[src/rtl/exc_redirect_ctrl.sv]
`default_nettype none
// ============================================================================
// Module   : exc_redirect_ctrl
// Function : Front-end redirect sequencer for exception commit and ERET. It
//            flushes, drains stale instruction responses, then hands the
//            target to fetch. Optional counters: EXC_REDIRECT_PERF_EN.
// Revision : 1.0 - initial release
// ============================================================================
module exc_redirect_ctrl #(
    parameter logic [31:0] EXC_VEC = 32'hBFC0_0380,
    parameter int          OUTST_W = 3
) (
    input  logic        clk,
    input  logic        reset,
    input  logic        exc_oc,
    input  logic        eret,
    input  logic [31:0] cp0_epc,
    input  logic        inst_req_fire,
    input  logic        inst_data_ok,
    input  logic        redirect_ready,
    output logic        flush,
    output logic        fetch_stall,
    output logic        discard_rdata,
    output logic        redirect_valid,
    output logic [31:0] redirect_pc,
    output logic [31:0] perf_flush_cnt,
    output logic [31:0] perf_drain_cyc
);

    localparam logic [OUTST_W-1:0] c_outst_max = {OUTST_W{1'b1}};

    typedef enum logic [1:0] {
        ST_IDLE     = 2'd0,
        ST_DRAIN    = 2'd1,
        ST_REDIRECT = 2'd2
    } state_t;

    state_t             r_state;
    state_t             w_state_nxt;
    logic [OUTST_W-1:0] r_outst;
    logic [OUTST_W-1:0] w_outst_nxt;
    logic               w_load_pc;
    logic [31:0]        w_pc_nxt;

    // Outstanding request tracking: saturates at both ends so a protocol
    // error on data_ok cannot wrap the count.
    always_comb begin
        w_outst_nxt = r_outst;
        if (inst_req_fire && inst_data_ok) begin
            w_outst_nxt = r_outst;
        end else if (inst_req_fire && (r_outst != c_outst_max)) begin
            w_outst_nxt = r_outst + 1'b1;
        end else if (inst_data_ok && (r_outst != '0)) begin
            w_outst_nxt = r_outst - 1'b1;
        end
    end

    always_ff @(posedge clk) begin
        if (reset) begin
            r_state     <= ST_IDLE;
            r_outst     <= '0;
            redirect_pc <= EXC_VEC;
        end else begin
            r_state <= w_state_nxt;
            r_outst <= w_outst_nxt;
            if (w_load_pc) begin
                redirect_pc <= w_pc_nxt;
            end
        end
    end

    always_comb begin
        w_state_nxt    = r_state;
        flush          = 1'b0;
        fetch_stall    = 1'b1;
        discard_rdata  = 1'b0;
        redirect_valid = 1'b0;
        w_load_pc      = 1'b0;
        w_pc_nxt       = EXC_VEC;

        case (r_state)
            ST_IDLE: begin
                fetch_stall = (r_outst == c_outst_max);
                if (exc_oc || eret) begin
                    flush       = 1'b1;
                    w_load_pc   = 1'b1;
                    w_pc_nxt    = exc_oc ? EXC_VEC : cp0_epc;
                    w_state_nxt = (w_outst_nxt == '0) ? ST_REDIRECT : ST_DRAIN;
                end
            end
            ST_DRAIN: begin
                discard_rdata = inst_data_ok;
                if (w_outst_nxt == '0) begin
                    w_state_nxt = ST_REDIRECT;
                end
            end
            ST_REDIRECT: begin
                // A late exception cancels the offer so fetch never takes a stale target.
                redirect_valid = !exc_oc;
                if (redirect_ready && !exc_oc) begin
                    w_state_nxt = ST_IDLE;
                end
            end
            default: begin
                w_state_nxt = ST_IDLE;
            end
        endcase

        // Late interrupt: restart the sequence toward the exception vector.
        if ((r_state != ST_IDLE) && exc_oc) begin
            flush       = 1'b1;
            w_load_pc   = 1'b1;
            w_pc_nxt    = EXC_VEC;
            w_state_nxt = (w_outst_nxt == '0) ? ST_REDIRECT : ST_DRAIN;
        end
    end

`ifdef EXC_REDIRECT_PERF_EN
    logic [31:0] r_perf_flush_cnt;
    logic [31:0] r_perf_drain_cyc;

    always_ff @(posedge clk) begin
        if (reset) begin
            r_perf_flush_cnt <= '0;
            r_perf_drain_cyc <= '0;
        end else begin
            if (flush) begin
                r_perf_flush_cnt <= r_perf_flush_cnt + 32'd1;
            end
            if (r_state == ST_DRAIN) begin
                r_perf_drain_cyc <= r_perf_drain_cyc + 32'd1;
            end
        end
    end

    assign perf_flush_cnt = r_perf_flush_cnt;
    assign perf_drain_cyc = r_perf_drain_cyc;
`else
    assign perf_flush_cnt = '0;
    assign perf_drain_cyc = '0;
`endif

endmodule
`default_nettype wire

[config.mk]
export PLATFORM = sky130hd
export DESIGN_NAME = exc_redirect_ctrl
export DESIGN_NICKNAME = d
export VERILOG_FILES = /design/src/rtl/exc_redirect_ctrl.sv
export SDC_FILE = /design/constraint.sdc
export NUM_CORES = 1
export LEC_CHECK = 0
export BUFFER_PORTS_ARGS = -buffer_cell sky130_fd_sc_hd__buf_2
export CAP_MARGIN = 0
export CORE_MARGIN = 5
export CORE_UTILIZATION = 44
export CTS_CLUSTER_DIAMETER = 150
export CTS_CLUSTER_SIZE = 25
export DETAILED_ROUTE_END_ITERATION = 12
export GPL_ROUTABILITY_DRIVEN = 0
export PLACE_DENSITY = 0.86
export RECOVER_POWER = 50
export SYNTH_ARGS = -nofsm -noshare
export SYNTH_HDL_FRONTEND = slang
export SYNTH_SLANG_ARGS = --single-unit
[constraint.sdc]
create_clock -name clk -period 2.63 [get_ports clk]
set_input_delay 0.1315 -clock clk [delete_from_list [all_inputs] [get_ports clk]]
set_output_delay 0.1315 -clock clk [all_outputs]
set_load 0.01 [all_outputs]
# After elaboration in Yosys (flattened, before gate mapping)
# Index checks and enable logic that the tools add are counted.
[word_totals] reg_bits=37 inputBits=39 output_inout_bits=100 wordCells=43
[classes] addsub=2 eq_ne=7 mux=19 reduce_logical=12
[op_table] operator="2-to-1 mux 32 bit" n=4
[op_table] operator="inequality test 3 bit, second input constant" n=4
[op_table] operator="2-to-1 mux 2 bit" n=5
[op_table] operator="2-to-1 mux 3 bit" n=3
[op_table] operator="2-to-1 mux 1 bit" n=6
[op_table] operator="one-hot mux 2 bit (3 select lines)" n=1
[op_table] operator="logical AND 1 bit" n=5
[op_table] operator="adder 3 x 1 -> 3 bit, second input constant" n=1
[op_table] operator="== test 3 bit, second input constant" n=1
[op_table] operator="zero test 3 bit" n=1
[op_table] operator="AND reduction 3 bit" n=1
[op_table] operator="nonzero test 3 bit" n=1
[op_table] operator="subtractor 3 x 1 -> 3 bit, second input constant" n=1
[op_table] operator="== test 2 x 1 -> 1 bit, second input constant" n=1
[op_table] operator="== test 2 bit, second input constant" n=1
[op_table] operator="zero test 2 bit" n=1
[op_table] operator="nonzero test 2 bit" n=1
[op_table] operator="zero test 1 bit" n=1
[op_table] operator="logical OR 1 bit" n=1

# Depth between registers and ports, before layout
# Gate-level depths: netlist of run 1.
[logic_depth] ltp_word=10 depth_mapped=7 depth_no_buf=7

# Worst setup path before layout of run 1
# No wires, ideal clock.
[synth_timing] path_type="reg2reg" startpoint="register r_outst[0]" endpoint="register r_state[1]" setup_ns=0.116 t_arrival_ns=1.554 required_ns=2.514 slack_ns=0.961 path_stages_with_launch=7 path_buffers=0 period_less_slack_ns=1.669 path_cell_list="dfxtp_1 inv_1 ha_1 ha_1 o311a_2 o21a_1 a31o_1"
[synth_between] elab_chain_cells=10 elab_cells_between_ends=16 classes_between="2 x add/sub; 2 x eq/ne; 7 x mux; 5 x reduce/logical"
[synth_rtl] element="start, declared" line="40" text="logic [OUTST_W-1:0] r_outst;"
[synth_rtl] element="start signal, assigned" line="65" text="r_outst <= w_outst_nxt;"
[synth_rtl] element="parallel branches: the longest is 4 deep, another holds subtractor 3 x 1 -> 3 bit"
[synth_rtl] element="2-to-1 mux 3 bit (*)" line="49" text="if (inst_req_fire && inst_data_ok) begin"
[synth_rtl] element="zero test 3 bit (*)" line="88, 93, 114"
[synth_rtl] element="2-to-1 mux 2 bit" line="88, 114"
[synth_rtl] element="2-to-1 mux 2 bit" line="84" text="if (exc_oc || eret) begin"
[synth_rtl] element="one-hot mux 2 bit (3 select lines)" line="81" text="case (r_state)"
[synth_rtl] element="2-to-1 mux 2 bit" line="110" text="if ((r_state != ST_IDLE) && exc_oc) begin"
[synth_rtl] element="end signal, assigned" line="64" text="r_state <= w_state_nxt;"
[synth_rtl] element="end, declared" line="38" text="state_t r_state;"
# Mark *: on every way between the ends. The select of a mux whose other input is x is not followed.
# A chain may end at the register's enable or synchronous reset.

# Final worst setup path of run 1
# Ends and elaborated chain as after synthesis.

==> flow_summary.yaml, run 1 <==
outcome:
  status: "finished, final reports clean"
min_path:
  hp-class: "input pin to register"
die:
  core_region_area_um2: 4294
  start_util_pct: 44.73
  dieArea_um2: 5787
  placementRows: 24
  ioPinCount: 139
  die_x_um: 76.07
  die_h_um: 76.07
yosys:
  async_flop_share_pct: 0
  synth-compound-area-share_pct: 16.68
  yosys.area_share.simple_pct: 13.29
  synthTopCellsByArea: "dfxtp_1 39%, buf_4 25%, a22oi_1 7.8%, nor2_1 4.9%, nand2b_1 4.2%"
  synth_top_area_share_pct: 38.57
  yosys_register_bits: 37
  synth-edff-count: 0
  avgSynthCellArea_um2: 8.851
  synth_area_um2: 1921
  synth_cells: 217
  synth_warnings: 0
  ys_seq_area_share_pct: 38.57
  muxShareOfSynthArea_pct: 0
  synth.distinct_cells: 31
  synth_fa_ha_area_share_pct: 2.606
  yosys.area.top_type: "dfxtp_1"
  synth_top_family_by_area: "buffers and inverters"
  synthXorXnorAreaFrac_pct: 0.4560
  synth_top_flop_cell: "dfxtp_1"
clock_network:
  hold_buffers: 0
  cts_tree: "built"
  cts_setup_buffers: 0
  clockBufferDepth: 2
  clk_pin_slew_worst_paths_ns: 0.07
  clock-sinks: 37
  cts_resized: 0
  root_buffer: "clkbuf_8"
  insertion_delay_ns: 0.28
  numCtsBuffers: 5
  cts_max_level: 2
detailed_routing:
  ant_nets: 0
  drt_first_pass_iters: 4
  routed_wl_um: 3989
  drc_errors: 0
  drtIter0Drc: 54
  avgViaCountPerCell: 4.553
  vias: 1548
  wl_per_cell_um: 11.73
pwr:
  vdd.ir_drop.worst_mv: 0.3066
  p_leak_uw: 0.0009787
  cellPowerDensity_nw_per_um2: 598.9
critical_path:
  crit_type: "register to register"
  cp.required_ns: 2.81
  crit_path_end_kind: "register"
  path_buf_inv: 1
  arrival_ns: 1.97
  path_cells: "inv_1, ha_1, ha_1, o311a_2, o21a_1, a31o_1"
  critPathLaunchType: "register"
  worst_path_largest_cell_delay_ns: 0.40
  crit_slowest_cell: "o311a_2"
  path_max_fanout: 3
  path_common_cell: "ha_1"
  cpLargestDelayFamily: "compound AO/OA/AOI/OAI gates"
timing:
  min_period_over_period_pct: 68.19
  timing.final.crit_period_ns: 1.793
  rsz0062_at_grt: "false"
  max_freq_ghz: 0.5576
  final_max_slew_viol_count: 0
  slew_headroom_pct: 55.09
  hold_violations: 0
  setup-tns-final_ns: 0
  setup_violations: 0
  clock_skew_ns: 0.005629
  worst_pin_slew_ns: 0.6736
final_layout:
  finalNonFillerCells: 340
  final_common_cell: "conb_1"
  drive_gt1_share_pct: 18.06
  multi_input_area_um2: 874.6
  final_net_count: 331
  layout_common_cells: "64 x conb_1, 40 x buf_2, 37 x dfxtp_1"
  seqCellArea_um2: 740.7
  syn2layout_area_growth_pct: 10.81
  diodes: 0
  nFillCells: 443
run:
  drv_cap: 0
global_routing:
  grt_pass1_vias: 1448
  track_usage_pct: 13.00
  grt_max_degree: 38
  grt_pass1_wl_um: 6396
  antenna_found_initial: 0
  gr-total-overflow: 0
placement:
  dp.cells: 333
  dp_hpwl_um: 3093
  port_buffers: 74
metal layers:
| metal | vias up | track usage [%] | share of wire (%) |
|---|---|---|---|
| li1 | 748 | - | - |
| met1 | 709 | 12.87 | 36 |
| met2 | 82 | 23.29 | 51 |
| met3 | 9 | 5.792 | 12 |
| met4 | 0 | 5.420 | 1.3 |
| met5 | - | 0 | 0 |
cells in the mapped netlist (3+ instances only):
cell      number
a22oi_1       20
nor2_1        25
nand2b_1      13
buf_4         64
clkbuf_1       8
a21oi_1        3
o22ai_1       12
ha_1           4
nand2_1        3
nor3b_1        3
dfxtp_1       37
inv_1          6
flip-flops by register name, summed over array words and instances (netlist names):
| signal | count |
|---|---|
| r_state | 2 |
| r_outst | 3 |
| redirect_pc | 32 |
metrics by stage:
stage	instance area [um^2]	hold slack [ns]	setup WS, ns	total power [uW]	util (%)
floorplan	2157	0.2597	0.9607	875.3	-
global placement	2081	0.3468	0.9184	882.3	48.46
detailed placement	2081	0.3564	0.8570	891.6	48.46
CTS	2171	0.05917	0.8415	1295	50.55
global route	2128	0.06594	0.7250	1348	49.56
finish	2128	0.06347	0.8366	1275	49.56
path summary, 6_finish.rpt:
path	slack (ns)	from	cells past startpoint	to
max	0.84	r_outst[0]	6	r_state[1]
min	0.06	cp0_epc[28]	3	redirect_pc[28]
max reg2reg	0.84	r_outst[0]	6	r_state[1]
min reg2reg	0.50	redirect_pc[25]	2	redirect_pc[25]
final cells by class:
cell class	count	area share [%]
Sequential cell	37	34.80
Tap cell	52	3.057
Inverter	6	1.058
Timing Repair Buffer	75	15.76
Multi-Input combinational cell	163	41.09
Clock buffer	6	3.880
Clock inverter	1	0.3527
worst reg2reg max path: stages (launching register included):
cell     delay, ns
dfxtp_1       0.37
inv_1         0.09
ha_1          0.21
ha_1          0.21
o311a_2       0.40
o21a_1        0.19
a31o_1        0.20
power by group:
| part | switching [uW] | leakage, uW | internal, uW |
|---|---|---|---|
| combinational | 167 | 0.000634 | 96.1 |
| clock | 192 | 0.0000433 | 207 |
| sequential | 21.2 | 0.000302 | 591 |
cells by family (layout without fill, tap and decap cells):
logic type	Yosys count	in the layout
buffers and inverters	80	88
AND/OR/NAND/NOR	50	50
AO/OA/AOI/OAI	44	44
flip-flops	37	37
adder cells (fa/ha/maj)	4	4
other	1	64
XOR/XNOR	1	1
Note: power is estimated with default switching activity, not from simulation.
==> inputs of run 2 (changes only) <==
- CORE_UTILIZATION: 44 -> 41
- PLACE_DENSITY: 0.86 -> 0.81
- clock period: 2.63 -> 1.78 ns (I/O delays scaled with it)
==> run 2 against run 1 <==
Power is 62% higher. Sequential cell count unchanged. Cell area is 3.8% higher. Non-clock buffer count increased by 2. Largest power group unchanged. Die area rose by 6.3%. Hold slack lost 0.044 ns. Setup slack got worse by 0.78 ns. Sequential power grew 48%.
==> flow_summary.yaml, run 2 (synthesized netlist as in run 1, its figures left out) <==
critical_path:
  worst_path_largest_cell_delay_ns: 0.39
  cpLargestDelayFamily: "compound AO/OA/AOI/OAI gates"
  crit_path_end_kind: "register"
  crit_slowest_cell: "o311a_2"
  path_max_fanout: 3
  critPathLaunchType: "register"
  arrival_ns: 1.89
  rrSetupSlack_ns: 0.06
  path_cells: "inv_2, ha_1, ha_2, o311a_2, o21a_1, a31o_1"
  crit_type: "register to register"
  rr_worst_depth: 6
  path_buf_inv: 1
  cp_num_cells: 6
  cp.required_ns: 1.95
pwr:
  cellPowerDensity_nw_per_um2: 932.1
  vdd.ir_drop.worst_mv: 0.6391
  p_leak_uw: 0.001006
timing:
  setup_violations: 0
  max_freq_ghz: 0.5802
  slew_headroom_pct: 52.78
  worst_pin_slew_ns: 0.7083
  timing.final.crit_period_ns: 1.724
  clock_skew_ns: 0.005972
  min_period_over_period_pct: 96.83
  final_max_slew_viol_count: 0
  hold_violations: 0
  setup-tns-final_ns: 0
final_layout:
  final_net_count: 333
  reg_top3: "redirect_pc x32, r_outst x3, r_state x2"
  largest_register: "redirect_pc"
  final_common_cell: "conb_1"
  drive_gt1_share_pct: 21.99
  largest_reg_flops: 32
  finalNonFillerCells: 345
  syn2layout_area_growth_pct: 15.05
  layout_common_cells: "64 x conb_1, 40 x buf_2, 35 x clkbuf_1, 35 x dfxtp_1, 25 x nor2_1"
  nFillCells: 487
  diodes: 0
  design_area_um2: 2210
  final_core_util_pct: 47.73
clock_network:
  clock-sinks: 37
  clockBufferDepth: 2
  numCtsBuffers: 5
  cts_max_level: 2
  root_buffer: "clkbuf_8"
  cts_tree: "built"
  insertion_delay_ns: 0.28
  clk_pin_slew_worst_paths_ns: 0.07
placement:
  dp_hpwl_um: 3258
  port_buffers: 74
  dp.cells: 336
  placed_area_um2: 2095
global_routing:
  grt_max_degree: 24
  grt_pass1_wl_um: 6223
  gr-total-overflow: 0
  grt_pass1_vias: 1388
  antenna_found_initial: 0
  track_usage_pct: 12.53
detailed_routing:
  drtIter0Drc: 55
  ant_nets: 0
  vias: 1541
  wl_per_cell_um: 11.99
  drt_first_pass_iters: 4
  routed_wl_um: 4135
  drc_errors: 0
  avgViaCountPerCell: 4.467
min_path:
  hp-class: "input pin to register"
  hold_depth: 3
die:
  placementRows: 25
  ioPinCount: 139
  start_util_pct: 41.49
  die_x_um: 78.44
  dieArea_um2: 6153
  core_region_area_um2: 4629
  die_h_um: 78.44
run:
  drv_cap: 0
outcome:
  status: "finished, final reports clean"
## run 2: report_power, final
part / internal (uW) / switching [uW] / total, uW / leakage (uW)
clock network: 457 / 279 / 736 / 0.0000585
logic: 158 / 256 / 414 / 0.000645
registers: 875 / 34.6 / 910 / 0.000302
total: 1490 / 570 / 2060 / 0.00101
## run 2: layer usage
metal / up-vias / part of all wire [%] / track usage, %
li1: 752 / - / -
met1: 704 / 38 / 13.38
met2: 83 / 51 / 22.60
met3: 2 / 10 / 4.702
met4: 0 / 0.46 / 4.196
met5: - / 0 / 0
## run 2: repair_timing
item,4_1_cts,5_1_grt
gates resized for setup,2,9
endpoints found under the setup margin,2,2
buffers inserted,0,1
hold buffers,0,0
pin swaps,0,5
## run 2: area by class of cell
cell class                 instances  area (um^2)  area share [%]
timing repair buffer              77        350.3           15.86
multi-input combinational        163        909.6           41.17
tap                               54        67.56           3.058
sequential                        37        743.2           33.64
clock buffer                       7        86.33           3.907
clock inverter                     1        30.03           1.359
inverter                           6        22.52           1.019
## run 2: tightest hold or removal path, stage by stage
cell and delay (ns):
buf_2 0.07, o22ai_1 0.05, nand2b_1 0.06
## run 2: stage by stage
| step | power [uW] | setup slack [ns] | hold WS, ns |
|---|---|---|---|
| 2_1_floorplan | 1293 | 0.1107 | 0.2172 |
| 3_3_place_gp | 1310 | 0.06205 | 0.3026 |
| 3_5_place_dp | 1323 | 0.0007702 | 0.3091 |
| 4_1_cts | 2074 | 0.005779 | 0.008344 |
| 5_1_grt | 2175 | -0.0001381 | 0.02057 |
| 6_report | 2059 | 0.05637 | 0.01921 |
## run 2: final timing paths
kind | startpoint | to
worst min register to register | redirect_pc[22] | redirect_pc[22]
worst min-delay path | cp0_epc[27] | redirect_pc[27]
worst max register to register | r_outst[0] | r_state[1]
worst max-delay path | r_outst[0] | r_state[1]
==> inputs of run 3 (changes only) <==
- BUFFER_PORTS_ARGS: -buffer_cell sky130_fd_sc_hd__buf_2 -> unset
- CORE_UTILIZATION: 41 -> 55
- DONT_BUFFER_PORTS: unset -> 1
- MAX_ROUTING_LAYER: unset -> met4
- PLACE_DENSITY: 0.81 -> 0.7
- REMOVE_ABC_BUFFERS: unset -> 1
==> run 3 against run 2 <==
Combinational power is 8.2% lower. Core utilization is 16 points higher. Die area is 22% lower. Non-clock buffer count is 39 lower. Sequential cell count stayed put. Cell area is 2.6% lower. Setup slack better by 0.0078 ns. Maximum frequency is 0.46% higher. Power is 14% lower. Global-route usage is 5.3 points higher.
==> flow_summary.yaml, run 3 (synthesized netlist as in run 1, its figures left out) <==
detailed_routing:
  routed_wl_um: 4251
  drc_errors: 0
  avgViaCountPerCell: 4.789
  drtIter0Drc: 83
  vias: 1427
  ant_nets: 0
  drt_first_pass_iters: 4
  wl_per_cell_um: 14.27
placement:
  dp.cells: 255
  dp_hpwl_um: 2849
  port_buffers: 0
  place_ws_ns: 0.01228
die:
  core_region_area_um2: 3363
  die_h_um: 69.10
  die_x_um: 69.10
  start_util_pct: 57.11
  placementRows: 21
  ioPinCount: 139
  dieArea_um2: 4774
timing:
  slew_headroom_pct: 22.33
  final_max_slew_viol_count: 0
  clock_skew_ns: 0.01317
  worst_pin_slew_ns: 1.161
  setup_violations: 0
  setup-tns-final_ns: 0
  fin_ws_ns: 0.06419
  max_freq_ghz: 0.5828
  timing.final.crit_period_ns: 1.716
  hold_violations: 0
  min_period_over_period_pct: 96.39
pwr:
  vdd.ir_drop.worst_mv: 0.5511
  cellPowerDensity_nw_per_um2: 823.7
  p_leak_uw: 0.0009379
final_layout:
  reg_top3: "redirect_pc x32, r_outst x3, r_state x2"
  drive_gt1_share_pct: 8.730
  largest_reg_flops: 32
  syn2layout_area_growth_pct: 12.05
  final_common_cell: "conb_1"
  finalNonFillerCells: 298
  largest_register: "redirect_pc"
  diodes: 0
  final_net_count: 294
  nFillCells: 268
  layout_common_cells: "64 x conb_1, 35 x dfxtp_1, 34 x dlygate4sd3_1"
critical_path:
  rrSetupSlack_ns: 0.06
  critPathLaunchType: "register"
  rr_worst_depth: 6
  arrival_ns: 1.96
  crit_path_end_kind: "register"
  crit_type: "register to register"
  path_max_fanout: 3
  timing.rr.end: "r_state[1]"
  cp.required_ns: 2.02
  rr_startpoint: "r_outst[0]"
outcome:
  status: "finished, final reports clean"
min_path:
  hp-class: "input pin to register"
  hold_end: "r_outst[2]"
  hold_depth: 3
  hp-start: "inst_req_fire"
clock_network:
  insertion_delay_ns: 0.33
  cts_max_level: 2
  root_buffer: "clkbuf_4"
  cts_tree: "built"
  clk_pin_slew_worst_paths_ns: 0.12
  numCtsBuffers: 5
  clock-sinks: 37
  clockBufferDepth: 2
global_routing:
  grt_max_degree: 38
  grt_pass1_vias: 1421
  antenna_found_initial: 0
  track_usage_pct: 17.79
  grt_pass1_wl_um: 6900
  gr-total-overflow: 0
run:
  drv_cap: 0
[run 3: changes by cell type in the layout (fill, tap and decap cells not counted), sizes merged]
cell / delta
dlygate4sd3: +34
bufinv: -1
clkbuf: -35
clkinv: +2
buf: -39
[run 3: how the worst max path moves through the flow]
stage	start	end	depth (start not counted)
detailed placement	r_outst[0]	r_state[1]	6
finish	r_outst[0]	r_state[1]	6
floorplan	r_state[0]	redirect_pc[22]	5
global placement	r_outst[0]	r_state[1]	6
CTS	r_outst[0]	r_state[1]	6
global route	r_outst[0]	r_state[1]	6
[run 3: layout make-up]
class / instances / area [um^2] / share of cell area [%]
well taps: 46 / 57.56 / 2.674
clock buffers: 6 / 51.30 / 2.384
inverters: 6 / 22.52 / 1.047
repair buffers: 38 / 370.4 / 17.21
flip-flops and latches: 37 / 745.7 / 34.65
clock inverters: 2 / 13.76 / 0.6395
multi-input cells: 163 / 890.9 / 41.40
[run 3: per-stage QoR]
step / hold WS (ns) / cell area, um^2 / power, uW / util [%]
6_report: 0.01637 / 2152 / 1773 / 63.99
5_1_grt: 0.02836 / 2152 / 1884 / 63.99
4_1_cts: 0.006956 / 2127 / 1766 / 63.24
3_5_place_dp: 0.1679 / 1722 / 1231 / 51.19
3_3_place_gp: 0.1659 / 1722 / 1228 / 51.19
2_1_floorplan: 0.1614 / 1638 / 1171 / -
[run 3: routing by layer]
metal / vias up / global-route usage [%] / wire [um]
li1: 674 / - / -
met1: 646 / 19.44 / 1586
met3: 5 / 7.267 / 567
met4: 0 / 5.857 / 42
met5: - / - / 0
met2: 102 / 29.34 / 2054
[run 3: where the power goes]
part	internal (uW)	switching, uW	total, uW
registers	875	52.6	928
logic	161	218	380
clock network	193	272	465
[run 3: critical path: stages (launching register included)]
cell and delay, ns:
dfxtp_2 0.36, inv_1 0.08, ha_1 0.20, ha_1 0.21
o311a_2 0.39, o21a_1 0.20, a31o_1 0.20
[run 3: timing repair]
| action | CTS | global route |
|---|---|---|
| hold endpoints to repair | 37 | 0 |
| hold buffers | 34 | 0 |
| setup buffers | 0 | 1 |
| setup endpoints to repair | 0 | 3 |
| gates resized for setup | 0 | 6 |
